File: src/rtl/pipe_ctrl_pkg.sv
// Shared pipeline-control definitions: bus widths, hold codes and controller states.
package pipe_ctrl_pkg;
  localparam int InstAddrBus = 32;
  typedef logic [InstAddrBus-1:0] addr_t;

  typedef enum logic [2:0] {
    HOLD_NONE = 3'd0,
    HOLD_PC   = 3'd1,
    HOLD_IF   = 3'd2,
    HOLD_ID   = 3'd3
  } hold_e;

  typedef enum logic [1:0] {
    S_RUN,
    S_FLUSH,
    S_HALTING,
    S_HALTED
  } state_e;
endpackage

File: src/rtl/pipe_ctrl_if.sv
// Pipeline-control bundle: redirect/hold requests in, hold code and PC redirect out.
interface pipe_ctrl_if;
  import pipe_ctrl_pkg::*;

  logic        jump_flag_i;
  addr_t       jump_addr_i;
  logic        hold_ex_i;
  logic        hold_rib_i;
  logic        int_assert_i;
  addr_t       int_addr_i;
  logic        halt_req_i;
  logic [2:0]  hold_flag_o;
  logic        jump_flag_o;
  addr_t       jump_addr_o;
  logic        halted_o;
  logic [31:0] hold_cnt_o;

  modport master (
    output jump_flag_i, jump_addr_i, hold_ex_i, hold_rib_i, int_assert_i, int_addr_i, halt_req_i,
    input  hold_flag_o, jump_flag_o, jump_addr_o, halted_o, hold_cnt_o
  );

  modport slave (
    input  jump_flag_i, jump_addr_i, hold_ex_i, hold_rib_i, int_assert_i, int_addr_i, halt_req_i,
    output hold_flag_o, jump_flag_o, jump_addr_o, halted_o, hold_cnt_o
  );
endinterface

File: src/rtl/sat_cnt.sv
// Saturating up-counter with enable and synchronous clear; sticks at all-ones.
module sat_cnt #(
  parameter int W = 32
) (
  input  logic         clk,
  input  logic         clr,
  input  logic         en,
  output logic [W-1:0] q
);
  always_ff @(posedge clk) begin
    if (clr)                q <= '0;
    else if (en && q != '1) q <= q + W'(1);
  end
endmodule

File: src/rtl/pipe_ctrl.sv
// Pipeline controller: redirect strobes, hold codes, flush timing and debug halt/drain.
module pipe_ctrl
  import pipe_ctrl_pkg::*;
#(
  parameter int DRAIN_CYC = 4,
  parameter int FLUSH_CYC = 1
) (
  input logic       clk,
  input logic       rst,
  pipe_ctrl_if.slave bus
);
  localparam logic [31:0] DRAIN_LD  = 32'(DRAIN_CYC);
  localparam logic [31:0] FLUSH_LD  = 32'(FLUSH_CYC);
  localparam state_e      REDIR_NXT = (FLUSH_CYC == 0) ? S_RUN : S_FLUSH;

  state_e      state;
  logic [31:0] cnt;
  logic        redir;
  hold_e       hold;

  // A halted core ignores every redirect source.
  assign redir = (state != S_HALTED) && (bus.int_assert_i || bus.jump_flag_i);

  always_comb begin
    hold            = HOLD_NONE;
    bus.jump_flag_o = 1'b0;
    bus.jump_addr_o = '0;
    if (!rst) begin
      if (redir) begin
        hold            = HOLD_ID;
        bus.jump_flag_o = 1'b1;
        bus.jump_addr_o = bus.int_assert_i ? bus.int_addr_i : bus.jump_addr_i;
      end else begin
        case (state)
          S_RUN:     hold = bus.hold_ex_i ? HOLD_ID : (bus.hold_rib_i ? HOLD_PC : HOLD_NONE);
          S_FLUSH:   hold = HOLD_ID;
          S_HALTING: hold = bus.hold_ex_i ? HOLD_ID : HOLD_PC;
          default:   hold = HOLD_ID;
        endcase
      end
    end
  end

  assign bus.hold_flag_o = hold;

  always_ff @(posedge clk) begin
    if (rst) begin
      state        <= S_RUN;
      cnt          <= '0;
      bus.halted_o <= 1'b0;
    end else begin
      case (state)
        S_RUN, S_FLUSH: begin
          // FLUSH exit falls through to the same halt check as RUN.
          if (redir) begin
            state <= REDIR_NXT;
            cnt   <= FLUSH_LD;
          end else if (state == S_FLUSH && cnt > 32'd1) begin
            cnt <= cnt - 32'd1;
          end else if (bus.halt_req_i) begin
            state <= S_HALTING;
            cnt   <= DRAIN_LD;
          end else begin
            state <= S_RUN;
            cnt   <= '0;
          end
        end
        S_HALTING: begin
          if (!bus.halt_req_i) begin
            state <= S_RUN;
            cnt   <= '0;
          end else if (redir) begin
            cnt <= DRAIN_LD;
          end else if (!bus.hold_ex_i) begin
            if (cnt <= 32'd1) begin
              state        <= S_HALTED;
              cnt          <= '0;
              bus.halted_o <= 1'b1;
            end else begin
              cnt <= cnt - 32'd1;
            end
          end
        end
        S_HALTED: begin
          if (!bus.halt_req_i) begin
            state        <= S_RUN;
            bus.halted_o <= 1'b0;
          end
        end
        default: state <= S_RUN;
      endcase
    end
  end

  sat_cnt #(.W(32)) u_hold_cnt (
    .clk (clk),
    .clr (rst),
    .en  (hold != HOLD_NONE),
    .q   (bus.hold_cnt_o)
  );
endmodule

File: src/flat_wrapper.sv
// flat-port wrapper written by rule: the top's interface ports become plain ports
module pipe_ctrl_flat import pipe_ctrl_pkg::*;
#(
  parameter int DRAIN_CYC = 4,
  parameter int FLUSH_CYC = 1
)
  (clk, rst, bus_jump_flag_i, bus_jump_addr_i, bus_hold_ex_i, bus_hold_rib_i, bus_int_assert_i, bus_int_addr_i, bus_halt_req_i, bus_hold_flag_o, bus_jump_flag_o, bus_jump_addr_o, bus_halted_o, bus_hold_cnt_o);
  pipe_ctrl_if bus_i ();
  input logic clk;
  input logic rst;
  input wire logic [$bits(bus_i.jump_flag_i)-1:0] bus_jump_flag_i;
  input wire logic [$bits(bus_i.jump_addr_i)-1:0] bus_jump_addr_i;
  input wire logic [$bits(bus_i.hold_ex_i)-1:0] bus_hold_ex_i;
  input wire logic [$bits(bus_i.hold_rib_i)-1:0] bus_hold_rib_i;
  input wire logic [$bits(bus_i.int_assert_i)-1:0] bus_int_assert_i;
  input wire logic [$bits(bus_i.int_addr_i)-1:0] bus_int_addr_i;
  input wire logic [$bits(bus_i.halt_req_i)-1:0] bus_halt_req_i;
  output wire logic [$bits(bus_i.hold_flag_o)-1:0] bus_hold_flag_o;
  output wire logic [$bits(bus_i.jump_flag_o)-1:0] bus_jump_flag_o;
  output wire logic [$bits(bus_i.jump_addr_o)-1:0] bus_jump_addr_o;
  output wire logic [$bits(bus_i.halted_o)-1:0] bus_halted_o;
  output wire logic [$bits(bus_i.hold_cnt_o)-1:0] bus_hold_cnt_o;
  assign bus_i.jump_flag_i = bus_jump_flag_i;
  assign bus_i.jump_addr_i = bus_jump_addr_i;
  assign bus_i.hold_ex_i = bus_hold_ex_i;
  assign bus_i.hold_rib_i = bus_hold_rib_i;
  assign bus_i.int_assert_i = bus_int_assert_i;
  assign bus_i.int_addr_i = bus_int_addr_i;
  assign bus_i.halt_req_i = bus_halt_req_i;
  assign bus_hold_flag_o = bus_i.hold_flag_o;
  assign bus_jump_flag_o = bus_i.jump_flag_o;
  assign bus_jump_addr_o = bus_i.jump_addr_o;
  assign bus_halted_o = bus_i.halted_o;
  assign bus_hold_cnt_o = bus_i.hold_cnt_o;
  pipe_ctrl #(.DRAIN_CYC(DRAIN_CYC), .FLUSH_CYC(FLUSH_CYC)) u_core (.clk(clk), .rst(rst), .bus(bus_i));
endmodule
File: config.mk
export PLATFORM = sky130hd
export DESIGN_NAME = pipe_ctrl_flat
export DESIGN_NICKNAME = d
export VERILOG_FILES = /design/src/rtl/pipe_ctrl_pkg.sv /design/src/rtl/pipe_ctrl_if.sv /design/src/rtl/sat_cnt.sv /design/src/rtl/pipe_ctrl.sv /design/src/flat_wrapper.sv
export SDC_FILE = /design/constraint.sdc
export NUM_CORES = 1
export LEC_CHECK = 0
export ABC_AREA = 1
export CAP_MARGIN = 20
export CORE_UTILIZATION = 25
export CTS_CLUSTER_DIAMETER = 120
export DETAILED_ROUTE_END_ITERATION = 7
export HOLD_SLACK_MARGIN = 0.03
export PLACE_DENSITY = 0.48
export SYNTH_ARGS = -nofsm -noshare
export SYNTH_HDL_FRONTEND = slang
export SYNTH_HIERARCHICAL = 1
export SYNTH_SLANG_ARGS = --single-unit
File: constraint.sdc
create_clock -name clk -period 2.2 [get_ports clk]
set_input_delay 0.22 -clock clk [delete_from_list [all_inputs] [get_ports clk]]
set_output_delay 0.22 -clock clk [all_outputs]
set_load 0.02 [all_outputs]
=== After elaboration in Yosys (flattened, before gate mapping) ===
Cells that the tools add are included.

* Bits in registers: 67
* Input bits: 71
* Output and inout port bits: 69
* Logic and storage cells: 69

* Add/sub/neg operators: 2
* Magnitude comparators: 2
* Equality and inequality tests: 15
* Muxes and demuxes: 34
* Reductions and logical operators: 12

{| class="wikitable"
|+ Operators with widths
! cell !! number
|-
| $mux W32 || 9
|-
| $pmux W32 S2 || 1
|-
| $add A32 B1 Y32 const B || 1
|-
| $gt A32 B1 Y1 const B || 1
|-
| $le A32 B1 Y1 const B || 1
|-
| $ne A32 B32 Y1 const B || 1
|-
| $sub A32 B1 Y32 const B || 1
|-
| $mux W2 || 9
|-
| $mux W3 || 4
|-
| $ne A2 B2 Y1 const B || 5
|-
| $mux W1 || 8
|-
| $ne A3 B2 Y1 const B || 2
|-
| $ne A3 B3 Y1 const B || 2
|-
| $pmux W2 S3 || 1
|-
| $pmux W3 S2 || 1
|-
| $reduce_and A6 Y1 || 1
|-
| $reduce_and A5 Y1 || 1
|-
| $eq A2 B2 Y1 const B || 2
|-
| $ne A4 B3 Y1 const B || 1
|-
| $reduce_bool A2 Y1 || 2
|-
| $logic_and A1 B1 Y1 || 3
|-
| $reduce_bool A3 Y1 || 1
|-
| $eq A2 B1 Y1 const B || 1
|-
| $logic_not A2 Y1 || 1
|-
| other kinds (5) || 5
|}

=== Logic depth before layout (Yosys ltp) ===
* Word-level depth: 7
* Gate-level depth with buffers: 14

=== Modules after synthesis ===
Netlist, hierarchy kept.

{| class="wikitable"
|+ By module, submodules not included
! module !! instances !! cells each !! area an instance (µm²) !! sequential area each (µm²)
|-
| pipe_ctrl || 1 || 504 || 2816.5 || 700.7
|-
| sat_cnt || 1 || 326 || 1983.2 || 640.6
|}

=== Worst setup path after synthesis ===
No wires, ideal clock.

* Path kind: reg2reg
* Start: register u_core.state[1]
* End: register u_core.u_hold_cnt.q[22]
* Setup time: 0.115 ns
* Arrival time: 1.806 ns
* Required time: 2.085 ns
* Slack: 0.278 ns
* Stages on the path, launching flop included: 12
* Period minus slack after synthesis: 1.922 ns
* Cell sequence: dfxtp_1 -> nand2_1 -> o21ai_2 -> a21oi_1 -> inv_2 -> nor2_1 -> nand2_1 -> nor2_1 -> nor2b_1 -> nand3_1 -> nand2_1 -> nor2_1

* Longest elaborated chain between the ends: 6

{| class="wikitable"
|+ Ends and longest elaborated chain
! item !! RTL line !! RTL
|-
| start: declaration || pipe_ctrl.sv:16 || <nowiki>state_e state;</nowiki>
|-
| start signal: assignment || pipe_ctrl.sv:48 || <nowiki>state <= S_RUN;</nowiki>
|-
| start signal: assignment || pipe_ctrl.sv:56 || <nowiki>state <= REDIR_NXT;</nowiki>
|-
| start signal: assignment || pipe_ctrl.sv:61 || <nowiki>state <= S_HALTING;</nowiki>
|-
| $eq A2 B2 Y1, or another cell as far along || pipe_ctrl.sv:34 || <nowiki>case (state)</nowiki>
|-
| $pmux W3 S2 or $logic_and A1 B1 Y1 (tied branches) || pipe_ctrl.sv:34, pipe_ctrl.sv:22 ||
|-
| $mux W3 (*) || pipe_ctrl.sv:29 || <nowiki>if (redir) begin</nowiki>
|-
| $mux W3 (*) || pipe_ctrl.sv:28 || <nowiki>if (!rst) begin</nowiki>
|-
| $reduce_bool A3 Y1 (*) || pipe_ctrl.sv:98 || <nowiki>.en (hold != HOLD_NONE),</nowiki>
|-
| $logic_and A1 B1 Y1 (*) || sat_cnt.sv:12 || <nowiki>else if (en && q != '1) q <= q + W'(1);</nowiki>
|-
| end signal: assignment || sat_cnt.sv:12 ||
|-
| end: declaration || sat_cnt.sv:8 || <nowiki>output logic [W-1:0] q</nowiki>
|}

Every way passes the cells marked *; elsewhere a longest branch is shown, timed or not.
A chain may end at the register's enable or synchronous reset.

=== Worst setup path in the final report ===
* Start: input bus_int_assert_i
* End: output bus_jump_addr_o[11]

* Longest elaborated chain between the ends: 4

{| class="wikitable"
|+ Ends and longest elaborated chain
! item !! RTL line !! RTL
|-
| start: declaration || flat_wrapper.sv:15 || <nowiki>input wire logic [$bits(bus_i.int_assert_i)-1:0] bus_int_assert_i;</nowiki>
|-
| $logic_or A1 B1 Y1 || pipe_ctrl.sv:22 || <nowiki>assign redir = (state != S_HALTED) && (bus.int_assert_i || bus.jump_flag_i);</nowiki>
|-
| $logic_and A1 B1 Y1 || pipe_ctrl.sv:22 ||
|-
| $mux W32 (*) || pipe_ctrl.sv:29 ||
|-
| $mux W32 (*) || pipe_ctrl.sv:28 ||
|-
| end: declaration || flat_wrapper.sv:20 || <nowiki>output wire logic [$bits(bus_i.jump_addr_o)-1:0] bus_jump_addr_o;</nowiki>
|}

Marks and branches as above.

==> results.py <==
metrics = {
    "power": {
        "p_comb_share_pct": 62.2,
        "p_seq_share_pct": 18.6,
        "power.density_nw_per_um2": 1200,
        "peakVddDrop_uv": 635,
        "leakage_nw": 3.30,
        "clock_power_share_pct": 19.2,
        "internal_power_w": 0.00446,
        "p_sw_w": 0.00397,
        "p_sw_share_pct": 47.1,
    },
    "timing": {
        "fin_hold_ws_ns": 0.458,
        "maxSlewViolCount": 0,
        "worst_pin_slew_ns": 0.602,
        "fmax_ghz": 0.495,
        "fin_worst_skew_ns": 0.00876,
        "finalCriticalPeriod_ns": 2.02,
        "fin_crit_sh_pct": 91.8,
        "setup_viol": 0,
        "slew_headroom_pct": 59.8,
        "setup_ws_ns": 0.180,
        "hold_viol_final": 0,
        "rsz0062_at_grt": "false",
    },
    "place": {
        "post-place-ws_ns": -0.149,
        "hpwlAfterDp_um": 11800,
        "port_buffers": 138,
        "globalplace.congestion": 0.817,
    },
    "clock_network": {
        "clkLatencyLatePin_ns": 0.34,
        "ctsHoldBuffers": 0,
        "cts_root_buffer": "clkbuf_16",
        "cts.sinks": 67,
        "cts_tree": "done",
        "cts_inserted_buffers": 9,
        "cts_buffer_depth": 2,
        "clk_pin_slew_worst_paths_ns": 0.06,
        "htree_levels": 3,
    },
    "critical_path": {
        "crit_slowest_cell": "clkdlybuf4s50_1",
        "critical-path-max-stage-delay_ns": 0.49,
        "crit_fanout": 20,
        "critPathArrivalTime_ns": 1.80,
        "crit_chain": "clkdlybuf4s50_1 > buf_4 > inv_1 > buf_12 > nand2_1 > a21oi_1 > dlygate4sd2_1",
        "path_class": "in2out",
        "end_kind": "output port",
        "cp-start-kind": "input pin",
        "required_ns": 1.98,
    },
    "route": {
        "drtPass1Iterations": 4,
        "vias": 5458,
        "antenna_left": 0,
        "drc": 0,
        "first_iter_violations": 269,
        "wl_per_cell_um": 12.3,
        "wl_um": 15200,
        "vias_per_cell": 4.42,
    },
    "yosys": {
        "syn_area_per_cell_um2": 5.78,
        "yosysSeqAreaShare_pct": 27.9,
        "synth-seq-cells": 67,
        "yosysUniqueCellTypes": 36,
        "syn_inst": 830,
        "syn-cell-area_um2": 4800,
        "synth_nets": 904,
        "ys_warn_count": 6,
    },
    "job": {
        "drv_cap": 0,
    },
    "die": {
        "ios": 140,
        "die_x_um": 141,
        "std_cell_rows": 50,
        "initial_core_util_pct": 25.6,
        "coreArea_um2": 18800,
        "dieArea_um2": 19800,
        "dieHeight_um": 141,
    },
    "min_path": {
        "hp-class": "reg2reg",
    },
    "global_routing": {
        "grt_pass1_wl_um": 25100,
        "overflow": 0,
        "grt_max_degree": 33,
        "grt_usage_pct": 15.9,
        "antenna_found_initial": 1,
        "grt_pass1_vias": 5151,
    },
    "final_layout": {
        "syn_to_final_growth_pct": 46.0,
        "nNetsFinal": 1070,
        "fin_util_pct": 37.3,
        "layout-drive-gt1-share_pct": 10.2,
    },
    "outcome": {
        "status": "finished, final reports clean",
    },
}
[state kept, by name, summed over array words and instances, names as in the netlist]
register,cells
u_core/bus.halted_o,1
u_core/cnt,32
u_core/state,2
u_core/u_hold_cnt/q,32
[critical path: cells and delay by family]
family          cells  cell delay [ns]
simple gates        1             0.06
compound gates      1             0.13
buf+inv             5             1.38
[timing repair]
item | in CTS | in global routing
endpoints found under the setup margin | 33 | 0
hold endpoints to repair | 0 | 0
buffers inserted | 0 | 0
gates resized for setup | 33 | 0
[cells by family (layout without fill, tap and decap cells)]
kind of cell | Yosys count | count (layout) | share of synthesized area (%)
fa+ha+maj | 3 | 3 | 0.782
simple gates | 530 | 530 | 48.1
compound gates | 90 | 90 | 9.59
buf+inv | 125 | 296 | 11.0
xor+xnor | 14 | 14 | 2.55
flops | 67 | 67 | 27.9
other cells | 1 | 2 | 0.0781
[area by class of cell]
class | count | area (µm²)
diodes | 1 | 2.50
clock buffers | 12 | 256
clock inverters | 4 | 72.6
fillers | 2115 | 11800
inverters | 99 | 372
multi-input cells | 638 | 2930
flip-flops and latches | 67 | 1340
well taps | 234 | 293
repair buffers | 181 | 1740
[through the flow]
stage,cell area [µm²],instances,power (W),setup TNS (ns)
5_1_grt,7000,1235,0.00933,0
6_report,7010,1236,0.00844,0
3_3_place_gp,6720,1219,0.00692,-3.99
2_1_floorplan,4800,830,0.00548,0
3_5_place_dp,6720,1219,0.00690,-5.63
4_1_cts,7000,1235,0.00854,0
[metal layers]
metal  track usage [%]  share of wire (%)
met1              19.8                 48
met3              3.66                4.9
met4              4.98                1.4
met5                 0                  0
met2              27.0                 46
[worst paths after layout]
check                      startpoint             endpoint  slack (ns)  depth (start not counted)
setup / recovery     bus_int_assert_i  bus_jump_addr_o[11]        0.18                          7
setup reg to reg        u_core/cnt[0]       u_core/cnt[30]        0.24                         13
hold / removal    u_core/bus.halted_o  u_core/bus.halted_o        0.46                          2
hold reg to reg   u_core/bus.halted_o  u_core/bus.halted_o        0.46                          2
[cells in the final DEF, fill, tap and decap left out, drive strengths merged, types with 2 or more instances in the layout]
cell type / instances
xor2: 9
a31oi: 4
bufinv: 2
nand4: 19
nor2: 167
nor3: 15
dfxtp: 67
nand3: 66
xnor2: 5
or2: 2
o21ai: 16
nand2: 256
clkdlybuf4s50: 105
nor4: 2
a21oi: 69
clkbuf: 12
dlygate4sd2: 33
buf: 43
inv: 98
ha: 3
clkinv: 2
[cell usage after synthesis]
library cell  number  area, µm²
inv_2             10       37.5
nand3_1           62        310
clkbuf_1          13       48.8
dfxtp_1           67       1340
nand2_4            1       11.3
nand2_1          246        923
o21ai_0           13       65.1
buf_2              4       20.0
nand2_2            9       56.3
o21ai_1            2       10.0
nor2b_1            1       6.26
a31oi_1            4       25.0
xnor2_1            5       43.8
nor3_1            14       70.1
nand3b_1           1       7.51
nor3b_1            1       7.51
buf_6              5       56.3
buf_4              4       30.0
nor2_4             5       56.3
conb_1             1       3.75
ha_1               3       37.5
nand3_2            2       20.0
clkinv_1           1       3.75
or2_2              2       12.5
a21oi_1           69        345
nor2_8             1       20.0
inv_1             88        330
o22ai_1            1       6.26
xor2_1             9       78.8
nor4_1             2       12.5
o21ai_2            1       8.76
nor2_1           151        567
nor2_2            10       62.6
nor3_2             1       10.0
nand3_4            2       35.0
nand4_1           19        119
[power groups by stage]
stage	clock (W)	combinational, W	sequential [W]
detailed placement	0	0.00530	0.00160
CTS	0.00167	0.00529	0.00157
global placement	0	0.00532	0.00160
finish	0.00162	0.00525	0.00157
floorplan	0	0.00390	0.00158
global route	0.00172	0.00601	0.00160
Note: power is estimated with default switching activity, not from simulation.
